`config.mk`:
```
export PLATFORM = sky130hd
export DESIGN_NAME = hslp_err_meter
export DESIGN_NICKNAME = d
export VERILOG_FILES = /design/src/rtl/hslp_pkg.sv /design/src/rtl/err_accum.sv /design/src/rtl/hslp_err_meter.sv
export SDC_FILE = /design/constraint.sdc
export NUM_CORES = 1
export LEC_CHECK = 0
export BUFFER_PORTS_ARGS = -buffer_cell sky130_fd_sc_hd__buf_2
export CAP_MARGIN = 20
export CORE_UTILIZATION = 54
export DETAILED_ROUTE_END_ITERATION = 6
export PLACE_DENSITY = 0.86
export SYNTH_ARGS = -nofsm -noshare
export SYNTH_HDL_FRONTEND = slang
export SYNTH_HIERARCHICAL = 1
export SYNTH_SLANG_ARGS = --single-unit
```
`constraint.sdc`:
```
create_clock -name clk -period 4.2 [get_ports clk]
set_input_delay 0 -clock clk [delete_from_list [all_inputs] [get_ports clk]]
set_output_delay 0 -clock clk [all_outputs]
set_load 0.005 [all_outputs]
```
`src/rtl/hslp_pkg.sv`:
```
// Shared constants and types for the approximate-multiplier error meter.
package hslp_pkg;

   localparam int unsigned OP_W   = 8;
   localparam int unsigned PROD_W = 2 * OP_W;
   localparam int unsigned ED_W   = 2 * OP_W + 1;
   localparam int unsigned ACC_W  = 4 * OP_W;

   typedef enum logic [1:0] {
      IDLE  = 2'd0,
      SWEEP = 2'd1,
      DRAIN = 2'd2
   } state_t;

endpackage

```
`src/rtl/err_accum.sv`:
```
// Stage-2 accumulator bank: error count, summed |ed|, summed ed and max |ed|.
module err_accum #(
   parameter int unsigned OP_W  = 8,
   parameter int unsigned ACC_W = 4 * OP_W
) (
   input  logic                     clk,
   input  logic                     rst,
   input  logic                     clr,
   input  logic                     valid,
   input  logic signed [2*OP_W:0]   ed,
   output logic [2*OP_W:0]          err_cnt,
   output logic [ACC_W-1:0]         sum_aed,
   output logic signed [ACC_W:0]    sum_ed,
   output logic [2*OP_W-1:0]        max_aed
);

   localparam int unsigned PW = 2 * OP_W;
   localparam int unsigned EW = 2 * OP_W + 1;
   localparam int unsigned CW = 2 * OP_W + 1;
   localparam int unsigned SW = ACC_W + 1;

   logic [EW-1:0] neg_c;
   logic [PW-1:0] aed_c;
   logic [SW-1:0] ed_ext_c;

   // |ed| always fits PW bits: ed spans [-(2^OP_W-1)^2, 2^PW-1]
   always_comb begin
      neg_c    = EW'(-ed);
      aed_c    = ed[EW-1] ? neg_c[PW-1:0] : ed[PW-1:0];
      ed_ext_c = {{(SW-EW){ed[EW-1]}}, ed};
   end

   always_ff @(posedge clk) begin
      if (rst || clr) begin
         err_cnt <= '0;
         sum_aed <= '0;
         sum_ed  <= '0;
         max_aed <= '0;
      end else if (valid) begin
         err_cnt <= err_cnt + CW'(ed != '0);
         sum_aed <= sum_aed + ACC_W'(aed_c);
         sum_ed  <= sum_ed + ed_ext_c;
         if (aed_c > max_aed) max_aed <= aed_c;
      end
   end

endmodule

```
`src/rtl/hslp_err_meter.sv`:
```
// Sweeps all operand pairs through an external approximate multiplier and
// accumulates error statistics against the exact product.
module hslp_err_meter #(
   parameter int unsigned OP_W  = hslp_pkg::OP_W,
   parameter int unsigned ACC_W = 4 * OP_W
) (
   input  logic                     clk,
   input  logic                     rst,
   input  logic                     start,
   output logic [OP_W-1:0]          op_a,
   output logic [OP_W-1:0]          op_b,
   input  logic [2*OP_W-1:0]        approx_prod,
   output logic                     busy,
   output logic                     done,
   output logic [2*OP_W:0]          err_cnt,
   output logic [ACC_W-1:0]         sum_aed,
   output logic signed [ACC_W:0]    sum_ed,
   output logic [2*OP_W-1:0]        max_aed
);

   import hslp_pkg::*;

   localparam int unsigned PW = 2 * OP_W;
   localparam int unsigned EW = 2 * OP_W + 1;

   state_t               state;
   state_t               state_nx;
   logic [PW-1:0]        cnt;
   logic                 last;
   logic                 accept;
   logic                 busy_d;
   logic                 done_d;
   logic                 s1_valid;
   logic signed [EW-1:0] s1_ed;
   logic [PW-1:0]        exact_c;
   logic signed [EW-1:0] ed_c;

   assign last = (state == SWEEP) && (cnt == '1);

   always_ff @(posedge clk) begin
      if (rst) state <= IDLE;
      else     state <= state_nx;
   end

   always_comb begin
      state_nx = state;
      unique case (state)
         IDLE:    if (start) state_nx = SWEEP;
         SWEEP:   if (last)  state_nx = DRAIN;
         DRAIN:   state_nx = IDLE;
         default: state_nx = IDLE;
      endcase
   end

   always_comb begin
      accept = 1'b0;
      busy_d = 1'b0;
      done_d = 1'b0;
      accept = (state == IDLE) && start;
      busy_d = (state_nx != IDLE);
      done_d = (state == DRAIN);
   end

   always_ff @(posedge clk) begin
      if (rst) begin
         busy <= 1'b0;
         done <= 1'b0;
      end else begin
         busy <= busy_d;
         done <= done_d;
      end
   end

   // Pair counter doubles as the operand register; op_b is the fast half
   always_ff @(posedge clk) begin
      if (rst || accept)        cnt <= '0;
      else if (state == SWEEP)  cnt <= cnt + PW'(1);
   end

   assign op_a = cnt[PW-1:OP_W];
   assign op_b = cnt[OP_W-1:0];

   always_comb begin
      exact_c = PW'(op_a) * PW'(op_b);
      ed_c    = $signed(EW'(approx_prod) - EW'(exact_c));
   end

   always_ff @(posedge clk) begin
      if (rst) begin
         s1_valid <= 1'b0;
         s1_ed    <= '0;
      end else begin
         s1_valid <= (state == SWEEP);
         if (state == SWEEP) s1_ed <= ed_c;
      end
   end

   err_accum #(
      .OP_W  (OP_W),
      .ACC_W (ACC_W)
   ) u_accum (
      .clk     (clk),
      .rst     (rst),
      .clr     (accept),
      .valid   (s1_valid),
      .ed      (s1_ed),
      .err_cnt (err_cnt),
      .sum_aed (sum_aed),
      .sum_ed  (sum_ed),
      .max_aed (max_aed)
   );

endmodule

```
Word-level counts from Yosys, hierarchy flattened
Index checks and enable logic that the tools add are counted.

Divide/modulo/power cells: 0. Shift-type cells: 0. Reductions and logical operators: 7. Add/sub/neg operators: 6. Bitwise operators: 0. $lt $le $gt $ge: 1. Multipliers: 1. Muxes and demuxes: 4. Eq/ne operators: 3.

Operators with widths (count): 33-bit adder (1); 32-bit by 16-bit adder with 32-bit output (1); 17-bit by 1-bit adder with 17-bit output (1); 17-bit nonzero test (1); 16-bit by 16-bit subtractor with 17-bit output (1); 16-bit by 1-bit adder with 16-bit output (second input constant) (1); 16-bit == test (second input constant) (1); 16-bit greater-than comparator (1); 8-bit by 8-bit multiplier with 16-bit output (1); 16-bit two-way mux (1); 16-bit negation (1); 2-bit two-way mux (2); 2-bit case mux with 2 select lines (1); 2-bit by 1-bit == test with 1-bit output (second input constant) (1); 2-bit == test (second input constant) (1); 1-bit logical AND (2); 2-bit zero test (1); 2-bit AND reduction (1); 2-bit nonzero test (1); 1-bit logical OR (1).

Register bits after elaboration: 136. Memories kept: 0. Memory bits (read-only): 0. Bits in latches: 0. Input port bits: 19. Bits in writable memories: 0. Output and inout bits: 116.

Longest topological paths before layout
Depth in word-level cells: 5. Depth in mapped cells: 18. Gate-level depth less buffers: 16.

Modules after synthesis
The synthesis kept the hierarchy.

Modules (own cells, without submodules): err_accum (cells an instance 867, instances 1, area an instance 7008.0 µm², sequential area each 1961.9 µm²); hslp_err_meter (cells an instance 516, instances 1, area an instance 4280.4 µm², sequential area each 760.7 µm²).

Worst setup path before layout
No wires, ideal clock.

Path kind: reg2reg. From: register cnt[7]. To: register s1_ed[16]. Library setup time: 0.123 ns. Required time: 4.077 ns. Path slack: -0.304 ns. Path buffers: 2. Stages on the path, launching flop included: 19. Data arrival time: 4.381 ns. Cells stage by stage: dfxtp_1 > clkbuf_1 > nand2_1 > fa_1 > inv_1 > fa_1 > inv_1 > fa_1 > inv_1 > fa_1 > inv_1 > ha_1 > buf_2 > nand3_1 > nor2_1 > nand4_1 > o2bb2ai_2 > nor4b_2 > a311o_2.

Cells in the longest elaborated chain, start to end: 2.

RTL lines: from (decl) (line hslp_err_meter.sv:28) `logic [PW-1:0] cnt;`; from (signal assigned) (line hslp_err_meter.sv:77) `else if (state == SWEEP) cnt <= cnt + PW'(1);`; 8-bit by 8-bit multiplier with 16-bit output (line hslp_err_meter.sv:84) `exact_c = PW'(op_a) * PW'(op_b);`; 16-bit by 16-bit subtractor with 17-bit output (line hslp_err_meter.sv:85) `ed_c = $signed(EW'(approx_prod) - EW'(exact_c));`; to (signal assigned) (line hslp_err_meter.sv:91) `s1_ed <= '0;`; to (signal assigned) (line hslp_err_meter.sv:94) `if (state == SWEEP) s1_ed <= ed_c;`; to (decl) (line hslp_err_meter.sv:34) `logic signed [EW-1:0] s1_ed;`.

Every way passes these cells. A chain may end at the register's enable or synchronous reset.

Worst setup path after layout
From: register cnt[12]. To: register s1_ed[14].

Same word-level chain as after synthesis.

==> flow_summary.ini <==
[run_status]
status = finished, violations left
violations = setup timing

[cts]
clockBufferDepth = 2
cts_tree = built
cts_root_buffer = sky130_fd_sc_hd__clkbuf_16
clock_insertion_delay_worst_skew_ns = 0.44
tritoncts.num_buffers = 17
cts.reportedPaths.clkPinSlew_ns = 0.07
cts_sinks = 136
cts_max_level = 4

[timing]
hold_viol_final = 0
maxClockFrequency_mhz = 235
timing_worst_slew_pin_value_ns = 0.842
finalCritPeriodShare_pct = 101
worst_hold_slack_ns = 0.189
timing.final.ws_setup_ns = -0.0477
drv_slew = 0
fin_worst_skew_ns = 0.0141
setup_viol = 3
grt_setup_unrepaired = yes
final_period_minus_worst_setup_slack_ns = 4.25
timing.slew.headroom_pct = 43.8

[final_layout]
finish.instance_area_sq_um = 13300
final_common_cell = sky130_fd_sc_hd__buf_2
post_layout_instance_count_excluding_filler_cells = 1818
num-fill-cells = 1675
layout.cells.most_common_list = 134 x sky130_fd_sc_hd__buf_2, 127 x sky130_fd_sc_hd__nand2_1, 122 x sky130_fd_sc_hd__dfxtp_1
total_number_of_nets_in_the_final_design = 1716
area.growth.synth_to_final_pct = 17.9
sequential_cell_area_sq_um = 2760
final_layout_size_suffix_gt1_share_pct = 18.9
antenna_cells_inserted = 0
multi_input_comb_area_sq_um = 8040

[hold_path]
hp-start = approx_prod[15]
min_delay_path_depth = 4
hold_removal_path_class = in2reg
hold_worst_path_end = s1_ed[16]$_SDFFE_PP0P_

[die]
num_io_pins = 135
die_h_microns = 147
die_area_sq_um = 21500
dieWidth_microns = 147
starting_density_of_the_core_pct = 55.4
fp-row-count = 52
design.core.area_sq_um = 20400

[global_route]
grt_pass1_vias = 10200
grt_max_degree = 69
antenna_found_initial = 0
gr-total-overflow = 0
grt.total_usage_pct = 27.7
grt_pass1_wl_mm = 48.5

[power_and_ir_drop]
irDropWorstVdd_v = 0.000287
report.power.total_w = 0.00355
power_density_nw_per_um2 = 267
p_leak_nw = 6.12

[worst_setup_path]
worst-path-max-fanout = 6
timing.critical_path.required_ns = 4.52
r2r-end = s1_ed[14]$_SDFFE_PP0P_
origin_of_the_critical_flop_to_flop_path = cnt[12]$_SDFFE_PP0P_
depth_of_the_worst_register_to_register_path = 16
criticalPathCategory = reg2reg
critical_path_arrival_ns = 4.57
worst_setup_path_start_kind = flop
cp-end-kind = flop
timing.reg2reg.setup_slack_ns = -0.05

[synthesis]
seq_area_frac_synth_pct = 24.1
synth-edff-count = 0
yosys_warnings = 6
synth_cells = 1383
synth-main-ff-cell = sky130_fd_sc_hd__dfxtp_1
synth.ff_latch_count = 136
synthesis.area_sq_um = 11300
ys_async_rst_share_pct = 0
post_synth_num_cell_types = 77
postSynthNetCount = 1564
postSynthAreaPerCell_sq_um = 8.16

[placement]
io_buffers = 134
globalplace.congestion = 0.928
post_dp_cell_area_sq_um = 12400
dp.final_hpwl_mm = 21.9
preCtsSetupSlack_ns = -0.130
place.detailed.instances = 1770

[detailed_routing]
via_count_normalized_by_instance_count = 5.85
drt_pre_antenna_iters = 5
drt.antenna.violating_nets = 0
detail_route.iter0.violations = 777
via_count = 10600
drc_errors = 0
postRouteWirelength_mm = 30.2
wl_per_cell_microns = 16.6

[job]
max_cap_viol_count = 0
[flip-flops by register name, summed over array words and instances, names as in the netlist]
signal           count
done                 1
state                2
u_accum/err_cnt     17
u_accum/max_aed     16
busy                 1
u_accum/sum_ed      33
u_accum/sum_aed     32
cnt                 16
s1_valid             1
s1_ed               17
[stage by stage]
step,TNS [ns],utilization (%)
after floorplan,0,-
after global placement,-0.0716,61.0
after detailed placement,-0.469,61.0
after CTS,0,64.6
after global routing,-0.913,65.4
final,-0.115,65.4
[worst max-delay path: stages, from the launching register on]
cell	delay, ns
sky130_fd_sc_hd__dfxtp_4	0.38
sky130_fd_sc_hd__buf_4	0.14
sky130_fd_sc_hd__and2_1	0.14
sky130_fd_sc_hd__fa_1	0.39
sky130_fd_sc_hd__inv_1	0.10
sky130_fd_sc_hd__fa_1	0.43
sky130_fd_sc_hd__fa_1	0.49
sky130_fd_sc_hd__inv_1	0.06
sky130_fd_sc_hd__fa_1	0.53
sky130_fd_sc_hd__inv_1	0.07
sky130_fd_sc_hd__ha_4	0.32
sky130_fd_sc_hd__nand4_1	0.14
sky130_fd_sc_hd__a21oi_2	0.23
sky130_fd_sc_hd__nor2_2	0.07
sky130_fd_sc_hd__o211ai_1	0.29
sky130_fd_sc_hd__nor4b_2	0.09
sky130_fd_sc_hd__a211o_1	0.26
[report_power, final]
part	internal (W)	switching [W]	total, W
logic	0.000286	0.000449	0.000735
clock network	0.000779	0.000677	0.00146
registers	0.00132	0.0000467	0.00136
[layout make-up]
class,instances,share of cell area (%)
inverter,115,3.24
tap,270,2.54
timing repair buffer,200,8.85
clock buffer,17,3.20
clock inverter,15,1.04
sequential,136,20.8
multi-input combinational,1065,60.4
[cells by family (layout without fill, tap and decap cells)]
family	count (synthesis)	in the layout	share of synthesized area, %
AO/OA/AOI/OAI	312	312	18.3
XOR/XNOR	92	92	7.14
adder cells (fa/ha/maj)	162	162	21.3
buffers and inverters	182	347	6.25
flip-flops	136	136	24.1
multiplexers	30	30	2.66
AND/OR/NAND/NOR	469	469	20.2
[cell usage after synthesis, types with 9 or more instances]
library cell | count | area [sq um]
sky130_fd_sc_hd__a211oi_1 | 12 | 90.1
sky130_fd_sc_hd__and2_1 | 37 | 231
sky130_fd_sc_hd__clkbuf_1 | 49 | 184
sky130_fd_sc_hd__mux2i_1 | 30 | 300
sky130_fd_sc_hd__a21o_1 | 40 | 300
sky130_fd_sc_hd__ha_1 | 111 | 1390
sky130_fd_sc_hd__xor2_1 | 38 | 333
sky130_fd_sc_hd__inv_1 | 114 | 428
sky130_fd_sc_hd__o21ai_0 | 38 | 190
sky130_fd_sc_hd__a31oi_1 | 14 | 87.6
sky130_fd_sc_hd__o21bai_1 | 11 | 82.6
sky130_fd_sc_hd__nand4_1 | 24 | 150
sky130_fd_sc_hd__nand3_1 | 32 | 160
sky130_fd_sc_hd__fa_1 | 51 | 1020
sky130_fd_sc_hd__nor2_1 | 122 | 458
sky130_fd_sc_hd__buf_1 | 9 | 33.8
sky130_fd_sc_hd__a21oi_1 | 101 | 505
sky130_fd_sc_hd__xnor2_1 | 54 | 473
sky130_fd_sc_hd__or3_1 | 19 | 119
sky130_fd_sc_hd__nor3_1 | 45 | 225
sky130_fd_sc_hd__dfxtp_1 | 136 | 2720
sky130_fd_sc_hd__and3_1 | 10 | 62.6
sky130_fd_sc_hd__nand2_1 | 130 | 488
sky130_fd_sc_hd__o21ai_1 | 22 | 110
[worst max path at each step]
stage	cells past startpoint	endpoint	slack [ns]	startpoint
2_1_floorplan	15	s1_ed[16]$_SDFFE_PP0P_	0.02	cnt[0]$_SDFFE_PP0P_
3_3_place_gp	14	s1_ed[16]$_SDFFE_PP0P_	-0.05	cnt[13]$_SDFFE_PP0P_
3_5_place_dp	16	s1_ed[15]$_SDFFE_PP0P_	-0.13	cnt[13]$_SDFFE_PP0P_
4_1_cts	14	s1_ed[14]$_SDFFE_PP0P_	0.01	cnt[10]$_SDFFE_PP0P_
5_1_grt	16	s1_ed[14]$_SDFFE_PP0P_	-0.21	cnt[12]$_SDFFE_PP0P_
6_report	16	s1_ed[14]$_SDFFE_PP0P_	-0.05	cnt[12]$_SDFFE_PP0P_
[per-layer routing]
| metal | global-route usage (%) | vias up | wire length (microns) |
|---|---|---|---|
| met5 | 0 | - | 0 |
| met4 | 11.5 | 0 | 835 |
| met3 | 5.50 | 58 | 1930 |
| met2 | 46.5 | 374 | 14500 |
| met1 | 34.5 | 5090 | 12900 |
| li1 | - | 5116 | - |
[timing repair]
item                                    CTS  global route
cloned                                    0             0
pin swaps                                 7            12
endpoints found under the hold margin    12             0
resized for setup                        24            25
hold buffers                              3             0
endpoints found under the setup margin    8             8
setup buffers                             7             6
Note: power is estimated with default switching activity, not from simulation.
